===== config.mk =====
export PLATFORM = sky130hd
export DESIGN_NAME = scr1_dmem_lane_bridge_flat
export DESIGN_NICKNAME = d
export VERILOG_FILES = /design/src/rtl/scr1_dmem_lane_bridge_if.sv /design/src/rtl/scr1_dmem_lane_bridge.sv /design/src/flat_wrapper.sv
export SDC_FILE = /design/constraint.sdc
export NUM_CORES = 1
export LEC_CHECK = 0
export BUFFER_PORTS_ARGS = -buffer_cell sky130_fd_sc_hd__buf_2
export CAP_MARGIN = 20
export CORE_ASPECT_RATIO = 0.8
export CORE_MARGIN = 4
export CORE_UTILIZATION = 35
export DETAILED_ROUTE_END_ITERATION = 8
export GPL_TIMING_DRIVEN = 0
export PLACE_DENSITY_LB_ADDON = 0.3
export SETUP_SLACK_MARGIN = 0.2
export SLEW_MARGIN = 20
export SYNTH_ARGS = -nofsm -noshare
export SYNTH_HDL_FRONTEND = slang
export SYNTH_HIERARCHICAL = 1
export SYNTH_SLANG_ARGS = --single-unit

===== constraint.sdc =====
create_clock -name clk -period 3 [get_ports clk]
set_input_delay 0.75 -clock clk [delete_from_list [all_inputs] [get_ports clk]]
set_output_delay 0.75 -clock clk [all_outputs]
set_load 0.1 [all_outputs]

===== src/rtl/scr1_dmem_lane_bridge_if.sv =====
// LSU-side and memory-side signal bundle for scr1_dmem_lane_bridge.
// slave = the bridge; master = whoever drives the LSU request and models memory.
interface scr1_dmem_lane_bridge_if #(
  parameter int AWIDTH = 32
);
  logic              lsu_req_i;
  logic              lsu_cmd_i;
  logic [1:0]        lsu_width_i;
  logic [AWIDTH-1:0] lsu_addr_i;
  logic [31:0]       lsu_wdata_i;
  logic              lsu_req_ack_o;
  logic [31:0]       lsu_rdata_o;
  logic [1:0]        lsu_resp_o;
  logic              mem_req_o;
  logic              mem_we_o;
  logic [AWIDTH-1:0] mem_addr_o;
  logic [3:0]        mem_be_o;
  logic [31:0]       mem_wdata_o;
  logic              mem_req_ack_i;
  logic              mem_rvalid_i;
  logic [31:0]       mem_rdata_i;
  logic              mem_rerr_i;

  modport slave (
    input  lsu_req_i, lsu_cmd_i, lsu_width_i, lsu_addr_i, lsu_wdata_i,
    output lsu_req_ack_o, lsu_rdata_o, lsu_resp_o,
    output mem_req_o, mem_we_o, mem_addr_o, mem_be_o, mem_wdata_o,
    input  mem_req_ack_i, mem_rvalid_i, mem_rdata_i, mem_rerr_i
  );

  modport master (
    output lsu_req_i, lsu_cmd_i, lsu_width_i, lsu_addr_i, lsu_wdata_i,
    input  lsu_req_ack_o, lsu_rdata_o, lsu_resp_o,
    input  mem_req_o, mem_we_o, mem_addr_o, mem_be_o, mem_wdata_o,
    output mem_req_ack_i, mem_rvalid_i, mem_rdata_i, mem_rerr_i
  );
endinterface


===== src/rtl/scr1_dmem_lane_bridge.sv =====
// LSU -> 32-bit byte-enabled DMEM bridge with in-order response tracking.
// Optional misaligned-access trap: define SCR1_DMEM_BRIDGE_MSLGN_CHK_EN.

// One byte lane: write enable/data steering and right-aligned read extraction.
module scr1_dmem_lane_bridge_lane #(
  parameter int LANE = 0
) (
  input  logic [1:0]  req_width,
  input  logic [1:0]  req_off,
  input  logic [7:0]  wb_byte,
  input  logic [7:0]  wb_hword,
  input  logic [7:0]  wb_word,
  output logic        be,
  output logic [7:0]  wbyte,
  input  logic [1:0]  rsp_width,
  input  logic [1:0]  rsp_off,
  input  logic [31:0] rsp_rdata,
  output logic [7:0]  rbyte
);
  localparam logic [1:0] LN = 2'(LANE);

  logic [2:0] src;
  logic       keep;

  always_comb begin
    be    = 1'b1;
    wbyte = wb_word;
    case (req_width)
      2'd0: begin be = (req_off == LN);       wbyte = wb_byte;  end
      2'd1: begin be = (req_off[1] == LN[1]); wbyte = wb_hword; end
      default: ;
    endcase
  end

  // Lane LANE of the result is byte (LANE+off) of the bus word, if inside the access width.
  assign src   = {1'b0, rsp_off} + {1'b0, LN};
  assign keep  = (LN == 2'd0) | ((LN == 2'd1) & (rsp_width != 2'd0)) | rsp_width[1];
  assign rbyte = (keep & ~src[2]) ? rsp_rdata[{src[1:0], 3'b000} +: 8] : 8'h00;
endmodule

module scr1_dmem_lane_bridge #(
  parameter int OUTST_DEPTH = 2,
  parameter int AWIDTH      = 32
) (
  input  logic                  clk,
  input  logic                  rst_n,
  scr1_dmem_lane_bridge_if.slave bus
);
  localparam int NUM_LANES = 4;
  localparam int PW = (OUTST_DEPTH > 1) ? $clog2(OUTST_DEPTH) : 1;
  localparam int CW = $clog2(OUTST_DEPTH + 1);

  localparam logic [1:0] RESP_IDLE = 2'd0;
  localparam logic [1:0] RESP_OK   = 2'd1;
  localparam logic [1:0] RESP_ER   = 2'd2;

  typedef struct packed {
    logic       cmd;
    logic [1:0] width;
    logic [1:0] off;
    logic       lerr;
  } trk_t;

  trk_t          fifo_q [OUTST_DEPTH];
  trk_t          head, push_ent;
  logic [PW-1:0] wr_ptr, rd_ptr;
  logic [CW-1:0] count;
  logic          full, empty, push, pop, fwd, mslgn;
  logic          pop_err;
  logic [31:0]   pop_rdata;
  logic [1:0]    req_off;
  logic [1:0]    resp_q;
  logic [31:0]   rdata_q;

  function automatic logic [PW-1:0] ptr_inc(input logic [PW-1:0] p);
    return (p == PW'(OUTST_DEPTH - 1)) ? '0 : p + PW'(1);
  endfunction

  // ---------------- request path (combinational) ----------------
  always_comb begin
    case (bus.lsu_width_i)
      2'd0:    req_off = bus.lsu_addr_i[1:0];
      2'd1:    req_off = {bus.lsu_addr_i[1], 1'b0};
      default: req_off = 2'b00;
    endcase
  end

`ifdef SCR1_DMEM_BRIDGE_MSLGN_CHK_EN
  assign mslgn = (bus.lsu_width_i == 2'd1) ? bus.lsu_addr_i[0]
                                           : (bus.lsu_width_i[1] & (bus.lsu_addr_i[1:0] != 2'b00));
`else
  assign mslgn = 1'b0;
`endif

  assign full  = (count == CW'(OUTST_DEPTH));
  assign empty = (count == '0);
  assign fwd   = bus.lsu_req_i & ~full & rst_n & ~mslgn;
  // Misaligned requests never reach memory; they are acked locally.
  assign push  = fwd ? bus.mem_req_ack_i : (bus.lsu_req_i & ~full & rst_n & mslgn);

  assign bus.mem_req_o     = fwd;
  assign bus.lsu_req_ack_o = push;
  assign bus.mem_we_o      = bus.lsu_cmd_i;
  assign bus.mem_addr_o    = {bus.lsu_addr_i[AWIDTH-1:2], 2'b00};

  assign push_ent = '{cmd: bus.lsu_cmd_i, width: bus.lsu_width_i, off: req_off, lerr: mslgn};

  logic [NUM_LANES-1:0]      lane_be;
  logic [NUM_LANES-1:0][7:0] lane_wb, lane_rb, rep_b, rep_h, rep_w;

  assign rep_b = {NUM_LANES{bus.lsu_wdata_i[7:0]}};
  assign rep_h = {(NUM_LANES/2){bus.lsu_wdata_i[15:0]}};
  assign rep_w = bus.lsu_wdata_i;

  for (genvar g = 0; g < NUM_LANES; g++) begin : g_lane
    scr1_dmem_lane_bridge_lane #(.LANE(g)) u_lane (
      .req_width (bus.lsu_width_i),
      .req_off   (req_off),
      .wb_byte   (rep_b[g]),
      .wb_hword  (rep_h[g]),
      .wb_word   (rep_w[g]),
      .be        (lane_be[g]),
      .wbyte     (lane_wb[g]),
      .rsp_width (head.width),
      .rsp_off   (head.off),
      .rsp_rdata (pop_rdata),
      .rbyte     (lane_rb[g])
    );
  end

  assign bus.mem_be_o    = lane_be;
  assign bus.mem_wdata_o = lane_wb;

  // ---------------- tracking FIFO ----------------
  assign head = fifo_q[rd_ptr];

  always_ff @(posedge clk) begin
    if (push) fifo_q[wr_ptr] <= push_ent;
  end

  always_ff @(posedge clk or negedge rst_n) begin
    if (!rst_n) begin
      wr_ptr <= '0;
      rd_ptr <= '0;
      count  <= '0;
    end else begin
      if (push) wr_ptr <= ptr_inc(wr_ptr);
      if (pop)  rd_ptr <= ptr_inc(rd_ptr);
      case ({push, pop})
        2'b10:   count <= count + CW'(1);
        2'b01:   count <= count - CW'(1);
        default: ;
      endcase
    end
  end

  // ---------------- response selection ----------------
`ifdef SCR1_DMEM_BRIDGE_MSLGN_CHK_EN
  logic        skid_v, skid_err, skid_ld, pop_mem, head_local;
  logic [31:0] skid_rdata;

  // A memory response landing while a local-error entry is at the head is
  // parked for one cycle so the local entry completes first.
  assign head_local = ~empty & head.lerr;
  assign pop_mem    = ~empty & ~head.lerr & (skid_v | bus.mem_rvalid_i);
  assign pop        = head_local | pop_mem;
  assign pop_err    = skid_v ? skid_err   : bus.mem_rerr_i;
  assign pop_rdata  = skid_v ? skid_rdata : bus.mem_rdata_i;
  assign skid_ld    = bus.mem_rvalid_i & ~empty & (head.lerr | skid_v);

  always_ff @(posedge clk or negedge rst_n) begin
    if (!rst_n) begin
      skid_v     <= 1'b0;
      skid_err   <= 1'b0;
      skid_rdata <= '0;
    end else if (skid_ld) begin
      skid_v     <= 1'b1;
      skid_err   <= bus.mem_rerr_i;
      skid_rdata <= bus.mem_rdata_i;
    end else if (pop_mem) begin
      skid_v     <= 1'b0;
    end
  end

  a_skid_ovf: assert property (@(posedge clk) disable iff (!rst_n)
    !(skid_v & head_local & bus.mem_rvalid_i))
    else $warning("memory response dropped: skid already occupied");
`else
  assign pop       = bus.mem_rvalid_i & ~empty;
  assign pop_err   = bus.mem_rerr_i;
  assign pop_rdata = bus.mem_rdata_i;
`endif

  always_ff @(posedge clk or negedge rst_n) begin
    if (!rst_n) begin
      resp_q  <= RESP_IDLE;
      rdata_q <= '0;
    end else if (pop) begin
      resp_q  <= (head.lerr | pop_err) ? RESP_ER : RESP_OK;
      rdata_q <= (head.cmd | head.lerr) ? 32'h0 : lane_rb;
    end else begin
      resp_q  <= RESP_IDLE;
    end
  end

  assign bus.lsu_resp_o  = resp_q;
  assign bus.lsu_rdata_o = rdata_q;

  a_stray_rvalid: assert property (@(posedge clk) disable iff (!rst_n)
    !(bus.mem_rvalid_i & empty))
    else $warning("mem_rvalid_i with no outstanding entry ignored");
endmodule


===== src/flat_wrapper.sv =====
// flat-port wrapper written by rule: the top's interface ports become plain ports
module scr1_dmem_lane_bridge_flat 
#(
  parameter int OUTST_DEPTH = 2,
  parameter int AWIDTH      = 32
)
  (clk, rst_n, bus_lsu_req_i, bus_lsu_cmd_i, bus_lsu_width_i, bus_lsu_addr_i, bus_lsu_wdata_i, bus_lsu_req_ack_o, bus_lsu_rdata_o, bus_lsu_resp_o, bus_mem_req_o, bus_mem_we_o, bus_mem_addr_o, bus_mem_be_o, bus_mem_wdata_o, bus_mem_req_ack_i, bus_mem_rvalid_i, bus_mem_rdata_i, bus_mem_rerr_i);
  scr1_dmem_lane_bridge_if #(.AWIDTH(AWIDTH)) bus_i ();
  input  logic clk;
  input  logic rst_n;
  input wire logic [$bits(bus_i.lsu_req_i)-1:0] bus_lsu_req_i;
  input wire logic [$bits(bus_i.lsu_cmd_i)-1:0] bus_lsu_cmd_i;
  input wire logic [$bits(bus_i.lsu_width_i)-1:0] bus_lsu_width_i;
  input wire logic [$bits(bus_i.lsu_addr_i)-1:0] bus_lsu_addr_i;
  input wire logic [$bits(bus_i.lsu_wdata_i)-1:0] bus_lsu_wdata_i;
  output wire logic [$bits(bus_i.lsu_req_ack_o)-1:0] bus_lsu_req_ack_o;
  output wire logic [$bits(bus_i.lsu_rdata_o)-1:0] bus_lsu_rdata_o;
  output wire logic [$bits(bus_i.lsu_resp_o)-1:0] bus_lsu_resp_o;
  output wire logic [$bits(bus_i.mem_req_o)-1:0] bus_mem_req_o;
  output wire logic [$bits(bus_i.mem_we_o)-1:0] bus_mem_we_o;
  output wire logic [$bits(bus_i.mem_addr_o)-1:0] bus_mem_addr_o;
  output wire logic [$bits(bus_i.mem_be_o)-1:0] bus_mem_be_o;
  output wire logic [$bits(bus_i.mem_wdata_o)-1:0] bus_mem_wdata_o;
  input wire logic [$bits(bus_i.mem_req_ack_i)-1:0] bus_mem_req_ack_i;
  input wire logic [$bits(bus_i.mem_rvalid_i)-1:0] bus_mem_rvalid_i;
  input wire logic [$bits(bus_i.mem_rdata_i)-1:0] bus_mem_rdata_i;
  input wire logic [$bits(bus_i.mem_rerr_i)-1:0] bus_mem_rerr_i;
  assign bus_i.lsu_req_i = bus_lsu_req_i;
  assign bus_i.lsu_cmd_i = bus_lsu_cmd_i;
  assign bus_i.lsu_width_i = bus_lsu_width_i;
  assign bus_i.lsu_addr_i = bus_lsu_addr_i;
  assign bus_i.lsu_wdata_i = bus_lsu_wdata_i;
  assign bus_lsu_req_ack_o = bus_i.lsu_req_ack_o;
  assign bus_lsu_rdata_o = bus_i.lsu_rdata_o;
  assign bus_lsu_resp_o = bus_i.lsu_resp_o;
  assign bus_mem_req_o = bus_i.mem_req_o;
  assign bus_mem_we_o = bus_i.mem_we_o;
  assign bus_mem_addr_o = bus_i.mem_addr_o;
  assign bus_mem_be_o = bus_i.mem_be_o;
  assign bus_mem_wdata_o = bus_i.mem_wdata_o;
  assign bus_i.mem_req_ack_i = bus_mem_req_ack_i;
  assign bus_i.mem_rvalid_i = bus_mem_rvalid_i;
  assign bus_i.mem_rdata_i = bus_mem_rdata_i;
  assign bus_i.mem_rerr_i = bus_mem_rerr_i;
  scr1_dmem_lane_bridge #(.OUTST_DEPTH(OUTST_DEPTH), .AWIDTH(AWIDTH)) u_core (.clk(clk), .rst_n(rst_n), .bus(bus_i));
endmodule

Word level (Yosys, flattened, before mapping):

Memory sizes are Yosys's and may differ from the RTL's.
Index checks and enable logic that the tools add are counted.

* bits in registers: 38
* bits in writable memories: 10
* input port bits: 105
* output and inout port bits: 105
* word-level logic and storage cells: 65
* memories kept: 1

Memory list
* u_core.fifo_q: words 2, bits a word 5, read ports 1, clocked after memory_dff 0, write ports 1, RTL line scr1_dmem_lane_bridge.sv:64 `trk_t fifo_q [OUTST_DEPTH];`

* $add $sub $neg: 7
* eq/ne operators: 7
* shift-type cells: 4
* mux-type cells: 20
* bitwise operators: 15
* reduce and logical (&&, ||, !) cells: 6

Operators with widths (number)
* $shiftx A32 B6 Y8: 4
* $mux W8: 5
* $mux W32: 1
* $pmux W8 S2: 1
* $eq A2 B2 Y1 const B: 4
* $pmux W1 S2: 4
* $pmux W2 S2: 2
* $add A2 B2 Y3 const B: 2
* $and A1 B1 Y1: 6
* $eq A2 B1 Y1 const B: 3
* $logic_not A2 Y1: 3
* $not A1 Y1: 6
* $mux W1: 5
* $mux W2: 2
* $reduce_bool A2 Y1: 2
* $add A2 B1 Y3 const B: 1
* $add A1 B1 Y1 const B: 2
* $add A2 B1 Y2 const B: 1
* $reduce_or A2 Y1: 1
* $sub A2 B1 Y2 const B: 1
* $or A1 B1 Y1: 1
* $or A1 B1 Y1 const A: 1
* $or A1 B1 Y1 const B: 1

Logic depth before layout (Yosys ltp):

* word-level depth: 7
* gate-level depth with buffers: 9
* gate-level depth less buffers: 6

By module:

The synthesis kept the hierarchy.

By module, submodules not included
* scr1_dmem_lane_bridge: instances 1, cells each 147, area an instance 2055.7 µm², sequential area each 1251.2 µm²
* scr1_dmem_lane_bridge_lane (u_core.g_lane[1].u_lane): instances 1, cells each 59, area an instance 452.9 µm², sequential area each 0.0 µm²
* scr1_dmem_lane_bridge_lane (u_core.g_lane[3].u_lane): instances 1, cells each 59, area an instance 447.9 µm², sequential area each 0.0 µm²
* scr1_dmem_lane_bridge_lane (u_core.g_lane[0].u_lane): instances 1, cells each 38, area an instance 372.9 µm², sequential area each 0.0 µm²
* scr1_dmem_lane_bridge_lane (u_core.g_lane[2].u_lane): instances 1, cells each 47, area an instance 317.8 µm², sequential area each 0.0 µm²

Worst setup path before layout:

No wires, ideal clock.

* path type: input -> output
* start point: input bus_lsu_width_i[0]
* end point: output bus_mem_wdata_o[10]
* arrival: 3.136 ns
* data required time: 2.250 ns
* path slack: -0.886 ns
* stages: 3
* path buffers: 1
* cell sequence: buf_4 mux2i_1 o21ai_0

* longest elaborated chain between the ends: 2

Ends and longest elaborated chain
* start, declared: RTL line flat_wrapper.sv:13 `input wire logic [$bits(bus_i.lsu_width_i)-1:0] bus_lsu_width_i;`
* $logic_not A2 Y1: RTL line scr1_dmem_lane_bridge.sv:28 `case (req_width)`
* $mux W8: RTL line scr1_dmem_lane_bridge.sv:28
* end, declared: RTL line flat_wrapper.sv:23 `output wire logic [$bits(bus_i.mem_wdata_o)-1:0] bus_mem_wdata_o;`

No other way between the ends.

==> results.txt <==
Clock Path Buffers -> 2
Inserted Clock Buffers -> 5
pin count of the biggest net entering global routing -> 41
TritonCTS clock tree -> yes
crit path capture type -> output port
initial antenna violation count -> 0
Slowest Stage Delay on Critical Path -> 0.43 ns
initial DRC count -> 166
placed inst area -> 4832 um2
hold crit path type -> input pin to asynchronous set/reset pin
total wire length -> 11000 um
DRC errors left -> 0
status -> complete, no violations
detailed placement HPWL -> 8723 um
max-slew violations -> 0
CP dominant cell by count -> buf_2
Placement Rows -> 33
sequential share of the synthesized area -> 34.31%
Min Clock Period, post-route -> 2.730 ns
Clock Skews -> 0.007038 ns
clk root buf -> clkbuf_16
Reg clk slew, reported paths -> 0.06 ns
synth unique cells -> 36
P_leak -> 2.649 nW
Final ANT Viol Nets -> 0
nature of the critical path startpoint -> input pin
chip height -> 99.31 um
Worst EP required -> 2.25 ns
# diodes -> 0
CTS Sinks -> 48
Total GRT Usage -> 17.49%
global-route wire length before repair -> 16860 um
Pwr per Cell Area -> 980.9 nW/um2
critical-path maximum fanout -> 36
cell taking the most area after synthesis -> dfrtp_1
Initial Util -> 35.76%
RSZ-0062 raised after global routing -> false
Syn Inst Count -> 350
fraction of layout cells with a size suffix above 1 -> 53.92%
die area -> 12130 um2
Port Buffers -> 177
aggregate global routing overflow -> 0
Hold Violations, Final -> 0
Syn Area/Cell -> 10.42 um2
CP Cell Sequence -> buf_6 > buf_2 > nand2_1 > o21ai_2 > buf_2
Max-Cap Viols -> 0
Syn. warnings -> 6
slowest cell on the critical path -> buf_2
Routed wire per std cell -> 16.28 um
Placer Congestion -> 0.8258
Top FF cell, synth -> dfrtp_1
CP arrival -> 1.98 ns
max_slew headroom -> 52.91%
Final nets -> 643
clk_lat worst skew -> 0.28 ns
ys async rst share -> 79.17%
total power -> 0.004954 W
area delta synth->final -> 38.49%
post-synth top area share -> 26.07%
synth top area cells -> dfrtp_1 26%, mux2i_1 20%, edfxtp_1 8.2%
Vias/cell -> 4.963
DR pass1 iterations -> 4
FMAX -> 366.3 MHz
DIE WIDTH -> 122.1 um
H-tree depth -> 2
final period utilization -> 91.00%
I/O pin cnt -> 210
Core Area -> 10200 um2
setup violators final -> 0
number of flops mapped to enable cells by yosys -> 10
most frequent cell after synthesis -> mux2i_1
vias after detailed routing -> 3355
Final Cell Area -> 5051 um2
Peak VDD IR -> 0.0003480 V
synthesized flop and latch total -> 48
CP Class -> input pin to output port
Netlist Area Pre-Place -> 3647 um2
vias in the first global route -> 3317
Commonest cells post-synth -> 72 x mux2i_1, 38 x buf_4, 38 x dfrtp_1
Worst Tran Pin Value -> 0.7017 ns
[final timing paths]
path	startpoint	end	slack, ns	cells past startpoint
max reg2reg	u_core/rd_ptr	u_core/bus.lsu_rdata_o[13]	0.74	8
max in group asynchronous	rst_n	u_core/bus.lsu_rdata_o[18]	2.36	1
min	rst_n	u_core/bus.lsu_resp_o[1]	0.36	1
max	bus_lsu_width_i[1]	bus_mem_wdata_o[1]	0.27	5
min reg2reg	u_core/wr_ptr	u_core/wr_ptr	0.49	1
min in group clk	u_core/wr_ptr	u_core/wr_ptr	0.49	1
[cell families (layout without fill, tap and decap cells)]
kind of cell	Yosys count	count (layout)	share of synthesized area [%]
other	1	2	0.1028
DFF	48	48	34.31
buffers and inverters	63	248	13.21
xor gates and xnor gates	5	5	1.201
and+or+nand+nor	56	56	6.553
AOI/OAI and AO/OA	90	90	17.67
muxes	84	84	25.93
adders and majority gates	3	3	1.029
[metrics by stage]
stage / std cells / TNS (ns) / setup slack (ns) / util (%) / hold WS, ns
2_1_floorplan: 351 / -0.1310 / -0.1310 / - / 0.4544
3_3_place_gp: 668 / -5.670 / -0.2429 / 47.38 / 0.4749
3_5_place_dp: 668 / -6.865 / -0.2817 / 47.38 / 0.4901
4_1_cts: 676 / 0 / 0.2105 / 49.01 / 0.3756
5_1_grt: 676 / 0 / 0.2069 / 49.53 / 0.3827
6_report: 676 / 0 / 0.2700 / 49.53 / 0.3637
[critical path: cells and delay by family]
kind / cells / cell delay [ns]
buf+inv: 3 / 1.04
compound gates: 1 / 0.06
simple gates: 1 / 0.10
[final cells by class]
class	count	area, um2
fillers	982	5147
multi-input cells	240	2046
flip-flops and latches	48	1251
repair buffers	177	950.9
plain buffers	57	459.2
well taps	140	175.2
clock buffers	8	146.4
inverters	6	22.52
[flip-flops by register name, indices dropped and copies added, names as in the netlist]
| register | count |
|---|---|
| u_core/rd_ptr | 1 |
| u_core/fifo_q | 10 |
| u_core/wr_ptr | 1 |
| u_core/bus.lsu_resp_o | 2 |
| u_core/bus.lsu_rdata_o | 32 |
| u_core/count | 2 |
[cells in the final DEF (no fill, tap or decap), types with 2 or more instances in the layout]
| cell | Yosys | final |
|---|---|---|
| nor2_1 | 13 | 13 |
| nor2b_1 | 3 | 2 |
| a22o_1 | 32 | 32 |
| clkbuf_4 | 0 | 21 |
| buf_6 | 8 | 10 |
| buf_2 | 7 | 161 |
| o21ai_2 | 1 | 31 |
| conb_1 | 1 | 2 |
| nand2b_1 | 3 | 3 |
| mux2i_1 | 72 | 72 |
| mux4_2 | 8 | 8 |
| o22ai_1 | 16 | 16 |
| xnor2_1 | 5 | 5 |
| mux2_2 | 4 | 4 |
| inv_1 | 6 | 6 |
| buf_12 | 2 | 2 |
| clkbuf_16 | 0 | 5 |
| dfrtp_1 | 38 | 38 |
| o21ai_1 | 8 | 2 |
| ha_1 | 3 | 3 |
| buf_4 | 38 | 38 |
| edfxtp_1 | 10 | 10 |
| clkbuf_1 | 1 | 3 |
| o21bai_2 | 0 | 2 |
| nand2_1 | 32 | 32 |
[power by group]
part           internal [W]  total [W]  switching, W
registers          0.000861   0.000965      0.000104
clock network      0.000332   0.000553      0.000220
logic              0.000914    0.00344       0.00252
total               0.00211    0.00495       0.00285
[what timing repair did]
item / CTS / global route
hold buffers: 0 / 0
gates resized for setup: 6 / 21
buffers inserted: 0 / 0
endpoints found under the setup margin: 38 / 21
[metal layers]
| layer | track usage, % | part of all wire [%] | up-vias |
|---|---|---|---|
| met4 | 3.270 | 0.76 | 0 |
| li1 | - | - | 1626 |
| met1 | 23.40 | 41 | 1555 |
| met5 | 0 | 0 | - |
| met2 | 29.16 | 49 | 167 |
| met3 | 4.207 | 8.9 | 7 |
No activity file was read; power rests on OpenSTA's default activity.
